$ cat src/rtl/trace_dump.sv
// Streams a captured trace from the circular sample RAM to the UART, oldest sample first.
// The walk covers every RAM address exactly once and ends with a one-cycle dump_fin pulse.
module trace_dump #(
    parameter int ADDR_W = 9,
    parameter int DATA_W = 8
) (
    input  logic              clk,
    input  logic              rst,
    input  logic              dump,
    input  logic [ADDR_W-1:0] trace_end,
    output logic [ADDR_W-1:0] ram_addr,
    output logic              ram_en,
    input  logic [DATA_W-1:0] ram_rdata,
    output logic [DATA_W-1:0] tx_data,
    output logic              tx_trmt,
    input  logic              tx_done,
    output logic              busy,
    output logic              dump_fin
);

    typedef enum logic [2:0] {
        IDLE,
        RD,
        LAT,
        WAITTX,
        FIN
    } state_t;

    localparam logic [ADDR_W:0] LAST_CNT = {1'b0, {ADDR_W{1'b1}}};

    state_t            state_q;
    logic [ADDR_W-1:0] ram_addr_q;
    logic [ADDR_W:0]   cnt_q;
    logic [DATA_W-1:0] tx_data_q;
    logic              ram_en_q;
    logic              tx_trmt_q;
    logic              busy_q;
    logic              dump_fin_q;

    // Oldest sample sits just past the last written one; wraps naturally at ADDR_W bits.
    logic [ADDR_W-1:0] start_addr_d;
    logic [ADDR_W-1:0] next_addr_d;
    assign start_addr_d = trace_end + 1'b1;
    assign next_addr_d  = ram_addr_q + 1'b1;

    always_ff @(posedge clk) begin
        if (rst) begin
            state_q    <= IDLE;
            ram_addr_q <= '0;
            cnt_q      <= '0;
            tx_data_q  <= '0;
            ram_en_q   <= 1'b0;
            tx_trmt_q  <= 1'b0;
            busy_q     <= 1'b0;
            dump_fin_q <= 1'b0;
        end else begin
            ram_en_q   <= 1'b0;
            tx_trmt_q  <= 1'b0;
            dump_fin_q <= 1'b0;
            case (state_q)
                IDLE: begin
                    if (dump) begin
                        ram_addr_q <= start_addr_d;
                        cnt_q      <= '0;
                        busy_q     <= 1'b1;
                        ram_en_q   <= 1'b1;
                        state_q    <= RD;
                    end
                end
                RD: state_q <= LAT;
                LAT: begin
                    tx_data_q <= ram_rdata;
                    tx_trmt_q <= 1'b1;
                    state_q   <= WAITTX;
                end
                WAITTX: begin
                    if (tx_done) begin
                        cnt_q      <= cnt_q + 1'b1;
                        ram_addr_q <= next_addr_d;
                        if (cnt_q == LAST_CNT) begin
                            dump_fin_q <= 1'b1;
                            state_q    <= FIN;
                        end else begin
                            ram_en_q <= 1'b1;
                            state_q  <= RD;
                        end
                    end
                end
                FIN: begin
                    busy_q  <= 1'b0;
                    state_q <= IDLE;
                end
                default: state_q <= IDLE;
            endcase
        end
    end

    assign ram_addr = ram_addr_q;
    assign ram_en   = ram_en_q;
    assign tx_data  = tx_data_q;
    assign tx_trmt  = tx_trmt_q;
    assign busy     = busy_q;
    assign dump_fin = dump_fin_q;

endmodule

$ cat config.mk
export PLATFORM = sky130hd
export DESIGN_NAME = trace_dump
export DESIGN_NICKNAME = d
export VERILOG_FILES = /design/src/rtl/trace_dump.sv
export SDC_FILE = /design/constraint.sdc
export NUM_CORES = 1
export LEC_CHECK = 0
export BUFFER_PORTS_ARGS = -buffer_cell sky130_fd_sc_hd__buf_2
export CORE_MARGIN = 1
export CORE_UTILIZATION = 60
export CTS_BUF_LIST = sky130_fd_sc_hd__clkbuf_8
export DETAILED_ROUTE_END_ITERATION = 8
export PLACE_DENSITY = 0.88
export SYNTH_ARGS = -nofsm -noshare
export SYNTH_HDL_FRONTEND = slang
export SYNTH_SLANG_ARGS = --single-unit
$ cat constraint.sdc
create_clock -name clk -period 4.3 [get_ports clk]
set_input_delay 0.215 -clock clk [delete_from_list [all_inputs] [get_ports clk]]
set_output_delay 0.215 -clock clk [all_outputs]
set_load 0.05 [all_outputs]
* Word level (Yosys, flattened, before mapping)
Cells that the tools add are included.
Cells by class: $add $sub $neg 3, equality and inequality tests 7, multiplexer cells 18, bitwise gates (word level) 2, reduce and logical (&&, ||, !) cells 7
Operator list (count):
- $mux W10 | 2
- $pmux W10 S2 | 1
- $add A9 B1 Y9 const B | 2
- $mux W9 | 2
- $pmux W9 S2 | 1
- $pmux W3 S4 | 1
- $add A10 B1 Y10 const B | 1
- $eq A10 B9 Y1 const B | 1
- $mux W3 | 3
- $eq A3 B2 Y1 const B | 2
- $mux W1 | 6
- $ne A2 B2 Y1 const B | 2
- $pmux W1 S2 | 2
- $reduce_and A2 Y1 | 2
- $reduce_bool A2 Y1 | 2
- $eq A3 B1 Y1 const B | 1
- $eq A3 B3 Y1 const B | 1
- $logic_not A3 Y1 | 1
- $reduce_and A3 Y1 | 1
- $reduce_or A3 Y1 | 1
- $not A1 Y1 | 2
Word-level totals: flip-flop bits (word level) 34, input port bits 21, output and inout bits 21, logic and storage cells 45

* Longest topological paths before layout
Gate-level depths: netlist (run 1).
word-level depth 4, depth in mapped cells 11, gate-level depth less buffers 8

* Worst setup path after synthesis (run 1)
No wires, ideal clock.
kind register to register, from register state_q[0], to register ram_addr_q[8] (netlist: ram_addr[8]), library setup time 0.062 ns, arrival time 2.394 ns, data required time 4.238 ns, setup slack 1.845 ns, stages on the path, launching flop included 12, period minus slack after synthesis 2.455 ns, path through dfxtp_1 > buf_2 > nand3b_1 > clkbuf_1 > buf_2 > nand2_1 > nand2_1 > ha_1 > nand3_1 > or3_1 > a221o_1 > nand3_1
On the way: longest elaborated chain between the ends 3, elaborated cells on any way between the ends 7
RTL lines:
- from (decl) | RTL line 31 | state_t state_q;
- from (signal assigned) | RTL line 48 | state_q <= IDLE;
- from (signal assigned) | RTL line 67 | state_q <= RD;
- from (signal assigned) | RTL line 70 | RD: state_q <= LAT;
- $eq A3 B2 Y1 / $logic_not A3 Y1 (equally long branches) | RTL line 60 | case (state_q)
- $ne A2 B2 Y1 (no line) / $reduce_bool A2 Y1 (equally long branches)
- $reduce_and A3 Y1 (no line)
- to (signal assigned) | RTL line 63 | ram_addr_q <= start_addr_d;
- to (signal assigned) | RTL line 79 | ram_addr_q <= next_addr_d;
- to (decl) | RTL line 32 | logic [ADDR_W-1:0] ram_addr_q;
Several ways; a longest one is shown, not always the timed one. A chain may end at the register's enable or synchronous reset.

* Worst setup path in the final report (run 1)
from register state_q[1], to register ram_addr_q[8] (netlist: ram_addr[8])
Same word-level chain as after synthesis.

==> results of run 1 <==
-- path summary, 6_finish.rpt --
check                          startpoint                  endpoint  cells past startpoint
setup / recovery  state_q[1]$_SDFFE_PP0P_  ram_addr[8]$_SDFFE_PP0P_                      7
hold / removal               ram_rdata[4]   tx_data[4]$_SDFFE_PP0P_                      3
setup reg to reg  state_q[1]$_SDFFE_PP0P_  ram_addr[8]$_SDFFE_PP0P_                      7
hold reg to reg   tx_data[4]$_SDFFE_PP0P_   tx_data[4]$_SDFFE_PP0P_                      2
-- layout by cell type, fill, tap and decap left out, types with 3 or more instances in the layout --
cell	count
buf_2	41
nand2_1	35
dfxtp_1	34
a21oi_1	17
nor2_1	15
nand3_1	12
o21ai_0	11
nand4_1	6
nor3_1	5
xnor2_1	5
xor2_1	5
clkbuf_8	5
inv_1	4
a21o_1	3
a211oi_1	3
a31oi_1	3
nor2b_1	3
a211oi_2	3
-- kinds of logic (layout without fill, tap and decap cells) --
logic type      count (synthesis)  after routing  synth area share [%]
xor+xnor                       10             10                  4.86
fa+ha+maj                       2              2                  1.39
simple gates                   98             98                  30.2
mux                             2              2                  1.25
flops                          34             34                  37.8
compound gates                 54             54                  20.1
buf+inv                        14             51                  4.38
-- state kept, by name, summed over array words and instances (netlist names) --
signal    flops
busy          1
dump_fin      1
tx_data       8
state_q       3
cnt_q        10
ram_addr      9
tx_trmt       1
ram_en        1
-- metal layers --
metal / part of all wire [%] / wire length, um / global-route usage (%) / up-vias
met2: 48 / 1960 / 42.3 / 77
met1: 43 / 1780 / 34.5 / 792
met4: 1.7 / 69 / 12.2 / 0
li1: - / - / - / 853
met3: 7.0 / 286 / 7.83 / 11
met5: 0 / 0 / 0 / -
-- power breakdown --
group          internal, mW  switching, mW
logic                0.0437          0.107
clock network         0.169          0.116
registers             0.331         0.0188
-- area by class of cell --
cell class | count | area (sq um)
clock inverter | 3 | 37.5
sequential | 34 | 681
multi-input combinational | 166 | 1040
inverter | 2 | 7.51
fill | 230 | 726
clock buffer | 5 | 68.8
timing repair buffer | 41 | 205
tap | 31 | 38.8
-- worst max-delay path, cell delays in order, from the launching register on --
cell and delay (ns):
dfxtp_1 0.61, nand3b_1 0.59, mux2_2 0.42, ha_1 0.24
nand3_1 0.19, or3_1 0.41, a221o_1 0.36, nand3_1 0.08
-- per-stage QoR --
| stage | util [%] | power, mW | setup WS [ns] | area [sq um] | std cells |
|---|---|---|---|---|---|
| after global routing | 74.1 | 0.817 | 1.16 | 2080 | 282 |
| after floorplan | - | 0.470 | 1.84 | 1800 | 214 |
| final | 74.1 | 0.786 | 1.35 | 2080 | 282 |
| after CTS | 74.1 | 0.785 | 1.43 | 2080 | 282 |
| after detailed placement | 70.3 | 0.506 | 1.45 | 1970 | 274 |
| after global placement | 70.3 | 0.504 | 1.51 | 1970 | 274 |
==> results.sh, run 1 <==
export IMPL_syn_nets=237
export IMPL_gp_congestion=0.878
export IMPL_slew_violations=0
export IMPL_post_cts_resized=0
export IMPL_cts_tree="done"
export IMPL_finalHoldViolations=0
export IMPL_cts_post_setup_buffers_inserted=0
export IMPL_row_count=19
export IMPL_post_drt_via_cell_ratio=6.15
export IMPL_clock_path_buffers=2
export IMPL_port_buffers=41
export IMPL_worst_ep_arrival_time_ns=3.18
export IMPL_wirelength_um=4090
export IMPL_htreeDepth=2
export IMPL_dr_pass1_iters=6
export IMPL_synth_ff_type="dfxtp_1"
export IMPL_syn_inst=214
export IMPL_setup_viol=0
export IMPL_cts_root_buf="clkbuf_8"
export IMPL_yosysMostFrequentCell="nand2_1"
export IMPL_cp_start_kind="flop"
export IMPL_fin_nets=273
export IMPL_ys_seq_area_share_pct=37.8
export IMPL_clk_pin_slew_worst_paths_ns=0.07
export IMPL_leakage_nw=0.808
export IMPL_cts_inserted_buffers=5
export IMPL_io_pins=42
export IMPL_slew_headroom_pct=52.4
export IMPL_dr_first_iter_drc_count=87
export IMPL_endpoint_kind="flop"
export IMPL_reg2reg_slack_ns=1.35
export IMPL_route_vias_total=1733
export IMPL_grt_antenna_before_repair=0
export IMPL_critPathRequiredTime_ns=4.53
export IMPL_tightest_slew_ns=0.711
export IMPL_fmax_mhz=339
export IMPL_dp_final_hpwl_um=2810
export IMPL_run_status="finished, violations left"
export IMPL_ys_warn_count=0
export IMPL_period_share_pct=68.6
export IMPL_hold_ws_ns=0.152
export IMPL_grt_total_usage_pct=27.1
export IMPL_clk_latency_ns=0.29
export IMPL_finalClockSkew_ns=0.00735
export IMPL_grt_first_pass_wirelength_um=6650
export IMPL_path_class="flop to flop"
export IMPL_dieHeight_um=56.8
export IMPL_cp_max_fo=20
export IMPL_worst_ir_drop_vdd_mv=0.273
export IMPL_ys_ff_latch=34
export IMPL_fin_crit_ns=2.95
export IMPL_max_cap_violations=0
export IMPL_hold_class="primary input to flop"
export IMPL_initial_core_util_pct=64.2
export IMPL_ant_nets=0
export IMPL_synth_largest_area_cell="dfxtp_1"
export IMPL_yosysTopAreaCellShare_pct=37.8
export IMPL_ctsHoldBuffers=0
export IMPL_p_per_area_mw_per_mm2=378
export IMPL_violations="DRC"
export IMPL_grt_pass1_vias=1529
export IMPL_syn_cell_area_sq_mm=0.00180
export IMPL_avgSynthCellArea_sq_um=8.41
export IMPL_drc_errors=2
export IMPL_ys_top_cells_by_count="nand2_1, dfxtp_1, a21oi_1"
export IMPL_synth_cell_types=47
export IMPL_overflow=0
export IMPL_final_layout_size_suffix_gt1_share_pct=24.3
export IMPL_cts_sinks=34
export IMPL_die_w_um=56.8
export IMPL_ys_top_cells_by_area="dfxtp_1, nand2_1, a21oi_1"
export IMPL_grt_max_degree=30
export IMPL_core_area_sq_mm=0.00281
export IMPL_die_area_sq_mm=0.00322
export IMPL_setup_tns_ns=0
export IMPL_rsz0062_at_grt="false"
export IMPL_wire_per_inst_um=14.5
export IMPL_synth_edff_count=0
export IMPL_diodes=0
export IMPL_syn2layout_area_growth_pct=15.5
export IMPL_postSynth_asyncResetShare_pct=0
(Power assumes the default switching activity.)
==> run 2: changes to the inputs <==
--- a/config.mk
+++ b/config.mk
@@ -5,12 +5,13 @@
 export SDC_FILE = /design/constraint.sdc
 export NUM_CORES = 1
 export LEC_CHECK = 0
+export ABC_AREA = 1
 export BUFFER_PORTS_ARGS = -buffer_cell sky130_fd_sc_hd__buf_2
 export CORE_MARGIN = 1
-export CORE_UTILIZATION = 60
+export CORE_UTILIZATION = 49
 export CTS_BUF_LIST = sky130_fd_sc_hd__clkbuf_8
 export DETAILED_ROUTE_END_ITERATION = 8
-export PLACE_DENSITY = 0.88
+export PLACE_DENSITY = 0.77
 export SYNTH_ARGS = -nofsm -noshare
 export SYNTH_HDL_FRONTEND = slang
 export SYNTH_SLANG_ARGS = --single-unit
==> constraint.sdc (replaced) <==
create_clock -name clk -period 2.6 [get_ports clk]
set_input_delay 0.13 -clock clk [delete_from_list [all_inputs] [get_ports clk]]
set_output_delay 0.13 -clock clk [all_outputs]
set_load 0.05 [all_outputs]
==> results.sh, run 2 <==
export IMPL_run_status="finished, final reports clean"
export IMPL_post_cts_resized=0
export IMPL_final_layout_size_suffix_gt1_share_pct=21.9
export IMPL_power_mw=1.45
export IMPL_finalNonFillerCells=338
export IMPL_worst_ir_drop_vdd_mv=0.509
export IMPL_overflow=0
export IMPL_ys_warn_count=0
export IMPL_cts_inserted_buffers=5
export IMPL_dr_first_iter_drc_count=53
export IMPL_synth_cell_types=28
export IMPL_max_cap_violations=0
export IMPL_p_per_area_mw_per_mm2=723
export IMPL_postSynth_asyncResetShare_pct=0
export IMPL_grt_total_usage_pct=22.5
export IMPL_path_delay_family="simple AND/OR/NAND/NOR gates"
export IMPL_port_buffers=41
export IMPL_layout_common_cells="nand2_1, buf_2, dfxtp_1"
export IMPL_diodes=0
export IMPL_cts_post_setup_buffers_inserted=0
export IMPL_dieHeight_um=61.1
export IMPL_hold_ws_ns=0.104
export IMPL_ys_ff_latch=34
export IMPL_grt_antenna_before_repair=0
export IMPL_fin_ws_ns=0.591
export IMPL_synth_largest_area_cell="dfxtp_1"
export IMPL_route_vias_total=1710
export IMPL_grt_pass1_vias=1474
export IMPL_clock_path_buffers=2
export IMPL_cp_max_fo=11
export IMPL_final_common_cell="nand2_1"
export IMPL_largest_reg_flops=10
export IMPL_cp_common_cell="nand2_1"
export IMPL_leakage_nw=0.948
export IMPL_setup_tns_ns=0
export IMPL_post_drt_via_cell_ratio=5.06
export IMPL_avgSynthCellArea_sq_um=6.80
export IMPL_syn_inst=252
export IMPL_tightest_slew_ns=0.369
export IMPL_rsz0062_at_grt="false"
export IMPL_critPathRequiredTime_ns=2.78
export IMPL_cts_root_buf="clkbuf_8"
export IMPL_crit_buf_inv=1
export IMPL_syn2layout_area_growth_pct=17.1
export IMPL_worst_ep_arrival_time_ns=2.19
export IMPL_synth_edff_count=0
export IMPL_dp_final_hpwl_um=2750
export IMPL_ys_seq_area_share_pct=39.7
export IMPL_wire_per_inst_um=11.0
export IMPL_drc_errors=0
export IMPL_cp_cell_sequence="nand2_2 -> nor2_4 -> nand2_1 -> o21ai_1 -> inv_1 -> ha_1 -> nand2_1 -> nor2_4 -> nand3_1 -> nand2_1 -> nor2_1 -> nor2_1"
export IMPL_syn_nets=275
export IMPL_ys_top_cells_by_area="dfxtp_1, nand2_1, a21oi_1"
export IMPL_clk_pin_slew_worst_paths_ns=0.07
export IMPL_cp_start_kind="flop"
export IMPL_dp_cells=331
export IMPL_cts_sinks=34
export IMPL_cts_tree="done"
export IMPL_ys_top_cells_by_count="nand2_1, dfxtp_1, inv_1"
export IMPL_yosysMostFrequentCell="nand2_1"
export IMPL_clk_latency_ns=0.29
export IMPL_initial_core_util_pct=51.3
export IMPL_slew_violations=0
export IMPL_grt_max_degree=21
export IMPL_wirelength_um=3700
export IMPL_fin_nets=315
export IMPL_period_share_pct=77.3
export IMPL_dr_pass1_iters=5
export IMPL_yosysTopAreaCellShare_pct=39.7
export IMPL_finalClockSkew_ns=0.00774
export IMPL_io_pins=42
export IMPL_grt_first_pass_wirelength_um=6090
export IMPL_setup_viol=0
export IMPL_ctsHoldBuffers=0
export IMPL_synth_ff_type="dfxtp_1"
export IMPL_finalHoldViolations=0
export IMPL_gp_congestion=0.855
export IMPL_place_ws_ns=0.623
export IMPL_die_w_um=61.1
export IMPL_die_area_sq_mm=0.00374
export IMPL_fmax_mhz=498
export IMPL_ant_nets=0
export IMPL_row_count=21
export IMPL_critPathMaxStageDelay_ns=0.54
export IMPL_path_class="flop to flop"
export IMPL_fin_crit_ns=2.01
export IMPL_endpoint_kind="flop"
export IMPL_syn_cell_area_sq_mm=0.00171
export IMPL_hold_class="primary input to flop"
export IMPL_htreeDepth=2
export IMPL_regMostFlops="cnt_q"
export IMPL_slew_headroom_pct=75.4
export IMPL_core_area_sq_mm=0.00334
export IMPL_cp_slowest_cell="dfxtp_1"
==> run 2: cell types whose count changed after synthesis, sizes merged, moves of 4 or more <==
cell    delta
nand2     +39
a21oi      +4
inv       +25
xnor2      -5
xor2       -5
nand3     +11
a211oi     -6
nor2       +7
==> run 2: kinds of logic after synthesis <==
family,Yosys count,synth area share (%)
AOI/OAI and AO/OA,40,12.5
adders and majority gates,2,1.46
buffers and inverters,36,9.20
and+or+nand+nor,140,37.1
DFF,34,39.7
==> run 2: per-stage QoR <==
| stage | area [sq um] | util, % |
|---|---|---|
| 6_report | 2010 | 60.1 |
| 5_1_grt | 2010 | 60.1 |
| 3_3_place_gp | 1930 | 57.7 |
| 2_1_floorplan | 1710 | - |
| 3_5_place_dp | 1930 | 57.7 |
| 4_1_cts | 2010 | 60.1 |
==> run 2: final cells by class <==
type	count	area, sq um
Fill cell	340	1330
Multi-Input combinational cell	182	875
Sequential cell	34	681
Timing Repair Buffer	42	213
Inverter	27	101
Clock buffer	5	68.8
Tap cell	46	57.6
Clock inverter	2	10.0
==> run 2: path summary, 6_finish.rpt <==
check,from,to,slack [ns],cells past startpoint
setup / recovery,state_q[0]$_SDFFE_PP0P_,ram_addr[8]$_SDFFE_PP0P_,0.59,12
setup reg to reg,state_q[0]$_SDFFE_PP0P_,ram_addr[8]$_SDFFE_PP0P_,0.59,12
hold / removal,ram_rdata[1],tx_data[1]$_SDFFE_PP0P_,0.10,3
hold reg to reg,tx_data[1]$_SDFFE_PP0P_,tx_data[1]$_SDFFE_PP0P_,0.46,2
==> run 2: worst register-to-register path, delay by kind of cell, from the launching register on <==
kind                       cells  cell delay [ns]
AOI/OAI and AO/OA              1             0.19
adders and majority gates      1             0.22
buffers and inverters          1             0.08
DFF                            1             0.54
and+or+nand+nor                9             0.90
==> run 2: layer usage <==
layer	vias up	track usage [%]	routed length, um
met3	12	8.61	190
met2	44	35.6	1680
li1	899	-	-
met5	-	0	0
met1	755	27.4	1760
met4	0	9.74	75
==> run 2: where the power goes <==
part	switching [mW]	total [mW]	internal (mW)
registers	0.0453	0.621	0.576
logic	0.346	0.468	0.121
clock network	0.182	0.361	0.179
total	0.573	1.45	0.877
